File: src/rtl/seq_match_pkg.sv
// Shared state encodings and reset defaults for the programmable sequence-match controller.
package seq_match_pkg;

    typedef enum logic [1:0] {
        ST_IDLE = 2'b00,
        ST_RUN  = 2'b01,
        ST_DONE = 2'b10
    } state_e;

    localparam logic [15:0] DEF_PATTERN = 16'b101;
    localparam int unsigned DEF_LEN     = 3;
    localparam logic        DEF_OVERLAP = 1'b1;

endpackage

File: src/rtl/seq_match_core.sv
// Bit-serial history register, fill tracker and length-masked pattern compare.
module seq_match_core #(
    parameter int unsigned MAXLEN = 8,
    parameter int unsigned LW     = $clog2(MAXLEN) + 1
) (
    input  logic              clk,
    input  logic              rst,
    input  logic              clr,
    input  logic              en,
    input  logic              in_bit,
    input  logic [MAXLEN-1:0] pattern,
    input  logic [LW-1:0]     len,
    output logic              op
);

    logic [MAXLEN-1:0] hist_q, hist_d, cand, mask;
    logic [LW-1:0]     fill_q, fill_d;
    logic [LW:0]       fill_inc;
    logic              full;

    always_comb begin
        cand     = {hist_q[MAXLEN-2:0], in_bit};
        fill_inc = {1'b0, fill_q} + (LW + 1)'(1);
        full     = (fill_inc >= {1'b0, len});
        for (int i = 0; i < MAXLEN; i++) begin
            mask[i] = (i < int'(len));
        end
        op = en && full && (((cand ^ pattern) & mask) == '0);

        hist_d = hist_q;
        fill_d = fill_q;
        // clr wins over a shift so a non-overlapping match restarts from an empty history
        if (clr) begin
            hist_d = '0;
            fill_d = '0;
        end else if (en) begin
            hist_d = cand;
            fill_d = full ? len : fill_inc[LW-1:0];
        end
    end

    always_ff @(posedge clk) begin
        if (rst) begin
            hist_q <= '0;
            fill_q <= '0;
        end else begin
            hist_q <= hist_d;
            fill_q <= fill_d;
        end
    end

endmodule

File: src/rtl/seq_match_ctrl.sv
// Run-control FSM, config registers and saturating match counter around the serial matcher.
module seq_match_ctrl
    import seq_match_pkg::*;
#(
    parameter int unsigned MAXLEN = 8,
    parameter int unsigned CNTW   = 8
) (
    input  logic                      clk,
    input  logic                      rst,
    input  logic                      cfg_we,
    input  logic [MAXLEN-1:0]         cfg_pattern,
    input  logic [$clog2(MAXLEN):0]   cfg_len,
    input  logic                      cfg_overlap,
    input  logic [CNTW-1:0]           cfg_target,
    input  logic                      start,
    input  logic                      abort,
    input  logic                      in_valid,
    input  logic                      In,
    output logic [1:0]                state,
    output logic                      op,
    output logic [CNTW-1:0]           match_cnt,
    output logic                      busy,
    output logic                      done
);

    localparam int unsigned LW = $clog2(MAXLEN) + 1;

    state_e            state_q, state_d;
    logic [MAXLEN-1:0] pattern_q, pattern_d;
    logic [LW-1:0]     len_q, len_d;
    logic              overlap_q, overlap_d;
    logic [CNTW-1:0]   target_q, target_d, cnt_q, cnt_d;
    logic [CNTW:0]     cnt_inc;
    logic              core_en, core_clr;

    // abort masks the match outright, so it never counts or shifts
    assign core_en = (state_q == ST_RUN) && in_valid && !abort;

    seq_match_core #(
        .MAXLEN (MAXLEN),
        .LW     (LW)
    ) u_core (
        .clk     (clk),
        .rst     (rst),
        .clr     (core_clr),
        .en      (core_en),
        .in_bit  (In),
        .pattern (pattern_q),
        .len     (len_q),
        .op      (op)
    );

    always_comb begin
        state_d   = state_q;
        pattern_d = pattern_q;
        len_d     = len_q;
        overlap_d = overlap_q;
        target_d  = target_q;
        cnt_d     = cnt_q;
        core_clr  = 1'b0;
        cnt_inc   = {1'b0, cnt_q} + (CNTW + 1)'(1);

        unique case (state_q)
            ST_IDLE: begin
                if (cfg_we) begin
                    pattern_d = cfg_pattern;
                    overlap_d = cfg_overlap;
                    target_d  = cfg_target;
                    if (cfg_len == '0) begin
                        len_d = LW'(1);
                    end else if (cfg_len > LW'(MAXLEN)) begin
                        len_d = LW'(MAXLEN);
                    end else begin
                        len_d = cfg_len;
                    end
                end
                if (start) begin
                    core_clr = 1'b1;
                    cnt_d    = '0;
                    state_d  = ST_RUN;
                end
            end
            ST_RUN: begin
                if (abort) begin
                    state_d = ST_IDLE;
                end else if (op) begin
                    cnt_d = (&cnt_q) ? cnt_q : cnt_inc[CNTW-1:0];
                    if (!overlap_q) begin
                        core_clr = 1'b1;
                    end
                    if ((target_q != '0) && (cnt_inc == {1'b0, target_q})) begin
                        state_d = ST_DONE;
                    end
                end
            end
            ST_DONE: begin
                if (abort) begin
                    state_d = ST_IDLE;
                end else if (start) begin
                    core_clr = 1'b1;
                    cnt_d    = '0;
                    state_d  = ST_RUN;
                end
            end
            default: state_d = ST_IDLE;
        endcase
    end

    always_ff @(posedge clk) begin
        if (rst) begin
            state_q   <= ST_IDLE;
            pattern_q <= MAXLEN'(DEF_PATTERN);
            len_q     <= LW'(DEF_LEN);
            overlap_q <= DEF_OVERLAP;
            target_q  <= '0;
            cnt_q     <= '0;
        end else begin
            state_q   <= state_d;
            pattern_q <= pattern_d;
            len_q     <= len_d;
            overlap_q <= overlap_d;
            target_q  <= target_d;
            cnt_q     <= cnt_d;
        end
    end

    assign state     = state_q;
    assign match_cnt = cnt_q;
    assign busy      = (state_q == ST_RUN);
    assign done      = (state_q == ST_DONE);

endmodule

File: config.mk
export PLATFORM = sky130hd
export DESIGN_NAME = seq_match_ctrl
export DESIGN_NICKNAME = d
export VERILOG_FILES = /design/src/rtl/seq_match_pkg.sv /design/src/rtl/seq_match_core.sv /design/src/rtl/seq_match_ctrl.sv
export SDC_FILE = /design/constraint.sdc
export NUM_CORES = 1
export LEC_CHECK = 0
export CAP_MARGIN = 30
export CORE_ASPECT_RATIO = 1.1
export CORE_MARGIN = 5
export CORE_UTILIZATION = 50
export CTS_CLUSTER_DIAMETER = 100
export DETAILED_ROUTE_END_ITERATION = 7
export HOLD_SLACK_MARGIN = 0.05
export PLACE_DENSITY = 0.86
export SYNTH_ARGS = -nofsm -noshare
export SYNTH_HDL_FRONTEND = slang
export SYNTH_SLANG_ARGS = --single-unit
File: constraint.sdc
create_clock -name clk -period 3 [get_ports clk]
set_input_delay 0.6 -clock clk [delete_from_list [all_inputs] [get_ports clk]]
set_output_delay 0.6 -clock clk [all_outputs]
set_load 0.005 [all_outputs]
==> flow_metrics.env <==
export IMPL_status="finished, final reports clean"
export IMPL_cellInternalPower_uw=860.3
export IMPL_antenna_found_initial=0
export IMPL_root_buffer="clkbuf_8"
export IMPL_num_rows=25
export IMPL_synth_area_sq_um=2271
export IMPL_path_class="flip-flop to primary output"
export IMPL_die_y_microns=80.68
export IMPL_power_switching_uw=316.2
export IMPL_final_max_slew_viol_count=0
export IMPL_ys_seq_area_share_pct=37.02
export IMPL_grt_pass1_wl_mm=9.294
export IMPL_cp_startpoint="u_core.fill_q[1]"
export IMPL_leakagePower_uw=0.001114
export IMPL_htree_levels=2
export IMPL_cts_buffers=5
export IMPL_drcViolationCount=0
export IMPL_ys_ff_latch=42
export IMPL_fp_dieW_microns=74.26
export IMPL_synth_edf_count=0
export IMPL_fin_crit_sh_pct=89.79
export IMPL_cts_tree="done"
export IMPL_clk_pin_slew_worst_paths_ns=0.08
export IMPL_fin_util_pct=67.88
export IMPL_drive_gt1_share_pct=15.03
export IMPL_routed_wl_mm=5.776
export IMPL_synthFlopType="dfxtp_1"
export IMPL_min_path_type="flip-flop to flip-flop"
export IMPL_maxSlewHeadroom_pct=56.13
export IMPL_hpwl_mm=4.105
export IMPL_r2r_start="match_cnt[0]"
export IMPL_critPathLaunchType="flip-flop"
export IMPL_min_from="pattern_q[1]"
export IMPL_antenna_left=0
export IMPL_drv_cap=0
export IMPL_ir_drop_v=0.0003116
export IMPL_finalSetupViolations=0
export IMPL_crit_path_end_kind="primary output"
export IMPL_p_clk_share_pct=32.9
export IMPL_cp_max_fo=4
export IMPL_mostFrequentLayoutCells="59 x nand2_1, 38 x clkdlybuf4s50_1, 36 x dfxtp_1"
export IMPL_fin_cells=380
export IMPL_drt_iter0_drc=164
export IMPL_ios=41
export IMPL_tns_ns=0
export IMPL_gp_congestion=0.8400
export IMPL_rsz0062_at_grt="no"
export IMPL_ys_warn_count=0
export IMPL_yosysUniqueCellTypes=55
export IMPL_synth_cells=276
export IMPL_clk_path_buf_depth=2
export IMPL_core_sq_um=4348
export IMPL_switching_share_pct=26.88
export IMPL_grt_pass1_vias=2046
export IMPL_insertedDiodeCount=0
export IMPL_die_area_sq_um=5991
export IMPL_syn_to_final_growth_pct=29.97
export IMPL_p_comb_share_pct=15.9
export IMPL_grt_ovfl_total=0
export IMPL_wire_per_inst_microns=15.20
export IMPL_numPortBuffers=40
export IMPL_worst_pin_slew_ns=0.6565
export IMPL_final_common_cell="nand2_1"
export IMPL_async_reset_ff_share_pct=0
export IMPL_p_per_area_nw_per_um2=398.6
export IMPL_fill_cells=358
export IMPL_initial_core_util_pct=52.23
export IMPL_grtUsageTotal_pct=20.23
export IMPL_period_minus_slack_ns=2.694
export IMPL_via_per_inst=5.742
export IMPL_fmax_ghz=0.3712
export IMPL_cts_sinks=42
export IMPL_syn_area_per_cell_sq_um=8.228
export IMPL_power_frac_seq_pct=51.2
export IMPL_via_count=2182
export IMPL_required_ns=2.40
export IMPL_holdBufCountCts=0
export IMPL_insertion_delay_ns=0.30
export IMPL_syn_num_nets=310
export IMPL_crit_arrival_ns=2.09
export IMPL_finalHoldViolCount=0
export IMPL_drt_pre_antenna_iters=4
export IMPL_grt_max_degree=24
export IMPL_dpl_cell_count=368
export IMPL_finClkSkew_ns=0.009316
export IMPL_final_nets=359
==> cell families after synthesis <==
logic type	Yosys count	synth area share (%)
buffers and inverters	22	4.132
adders and majority gates	6	3.306
and+or+nand+nor	114	24.52
muxes	2	0.9917
AOI/OAI and AO/OA	68	21.54
xor gates and xnor gates	22	8.485
DFF	42	37.02
==> critical path, cell delays in order (launching register included) <==
cell and delay [ns]:
dfxtp_1 0.40, ha_4 0.17, xor2_1 0.19, ha_2 0.31, o21a_1 0.19, nor2_2 0.15
o21ai_2 0.10, o211ai_4 0.09, inv_2 0.06, dlymetal6s2s_1 0.15
==> final timing paths <==
kind,cells after the start,slack (ns),end
worst min register to register,2,0.47,pattern_q[1]
worst max register to register,7,0.34,state[1]
worst min-delay path,2,0.47,pattern_q[1]
worst max-delay path,9,0.31,op
==> power groups by stage <==
| stage | registers (uW) | logic [uW] | clock network, uW |
|---|---|---|---|
| floorplan | 604 | 108 | 0 |
| global placement | 613 | 167 | 0 |
| detailed placement | 614 | 171 | 0 |
| CTS | 601 | 180 | 395 |
| global route | 605 | 205 | 417 |
| finish | 602 | 188 | 387 |
==> cell usage after synthesis (all sizes together), types with 2 or more instances <==
library cell | instances | share of area (%)
a2111oi | 4 | 2.4
a211o | 2 | 0.77
a211oi | 4 | 1.5
a21o | 2 | 0.66
a21oi | 29 | 6.4
a22o | 4 | 1.6
a31oi | 2 | 0.55
and2 | 2 | 0.55
buf | 4 | 1.2
clkbuf | 10 | 1.7
dfxtp | 42 | 37
ha | 6 | 3.3
inv | 8 | 1.3
mux2 | 2 | 0.99
nand2 | 59 | 9.8
nand2b | 3 | 0.83
nand3 | 7 | 1.8
nand3b | 4 | 1.3
nand4 | 2 | 0.55
nor2 | 12 | 2.0
nor2b | 4 | 1.1
nor3 | 4 | 0.88
nor3b | 3 | 1.2
nor4 | 5 | 1.4
o211ai | 3 | 1.6
o21a | 2 | 0.99
o21ai | 7 | 1.5
o311ai | 2 | 0.77
or2 | 2 | 0.55
or4 | 2 | 0.66
or4b | 2 | 1.0
xnor2 | 14 | 5.4
xor2 | 8 | 3.1
==> layer usage <==
metal / routed length [microns] / track usage (%) / vias up
li1: - / - / 1078
met1: 2335 / 23.99 / 996
met2: 2856 / 34.57 / 90
met3: 409 / 3.880 / 18
met4: 174 / 9.431 / 0
met5: 0 / 0 / -
==> sequential cells by signal, indices dropped and copies added, names as in the netlist <==
signal / cells
match_cnt: 8
pattern_q: 8
target_q: 8
u_core.hist_q: 7
len_q: 4
u_core.fill_q: 4
state: 2
overlap_q: 1
==> what timing repair did <==
item,in CTS,in global routing
setup endpoints to repair,1,1
gates resized for setup,11,7
pin swaps,1,6
buffers inserted,0,4
==> through the flow <==
stage | hold WS, ns | area, sq um | total power, uW | setup slack (ns)
floorplan | 0.4376 | 2271 | 712.0 | 0.3880
global placement | 0.4538 | 2765 | 779.7 | -0.001723
detailed placement | 0.4626 | 2765 | 785.5 | -0.04670
CTS | 0.4739 | 2895 | 1176 | 0.001705
global route | 0.4889 | 2952 | 1226 | 0.2329
finish | 0.4716 | 2952 | 1177 | 0.3062
==> layout make-up <==
cell class / count / area [sq um] / area share (%)
Multi-Input combinational cell: 212 / 1383 / 46.84
Sequential cell: 42 / 850.8 / 28.83
Timing Repair Buffer: 56 / 525.5 / 17.80
Clock buffer: 6 / 82.58 / 2.798
Tap cell: 54 / 67.56 / 2.289
Inverter: 8 / 30.03 / 1.017
Clock inverter: 2 / 12.51 / 0.4239
Note: power is estimated with default switching activity, not from simulation.
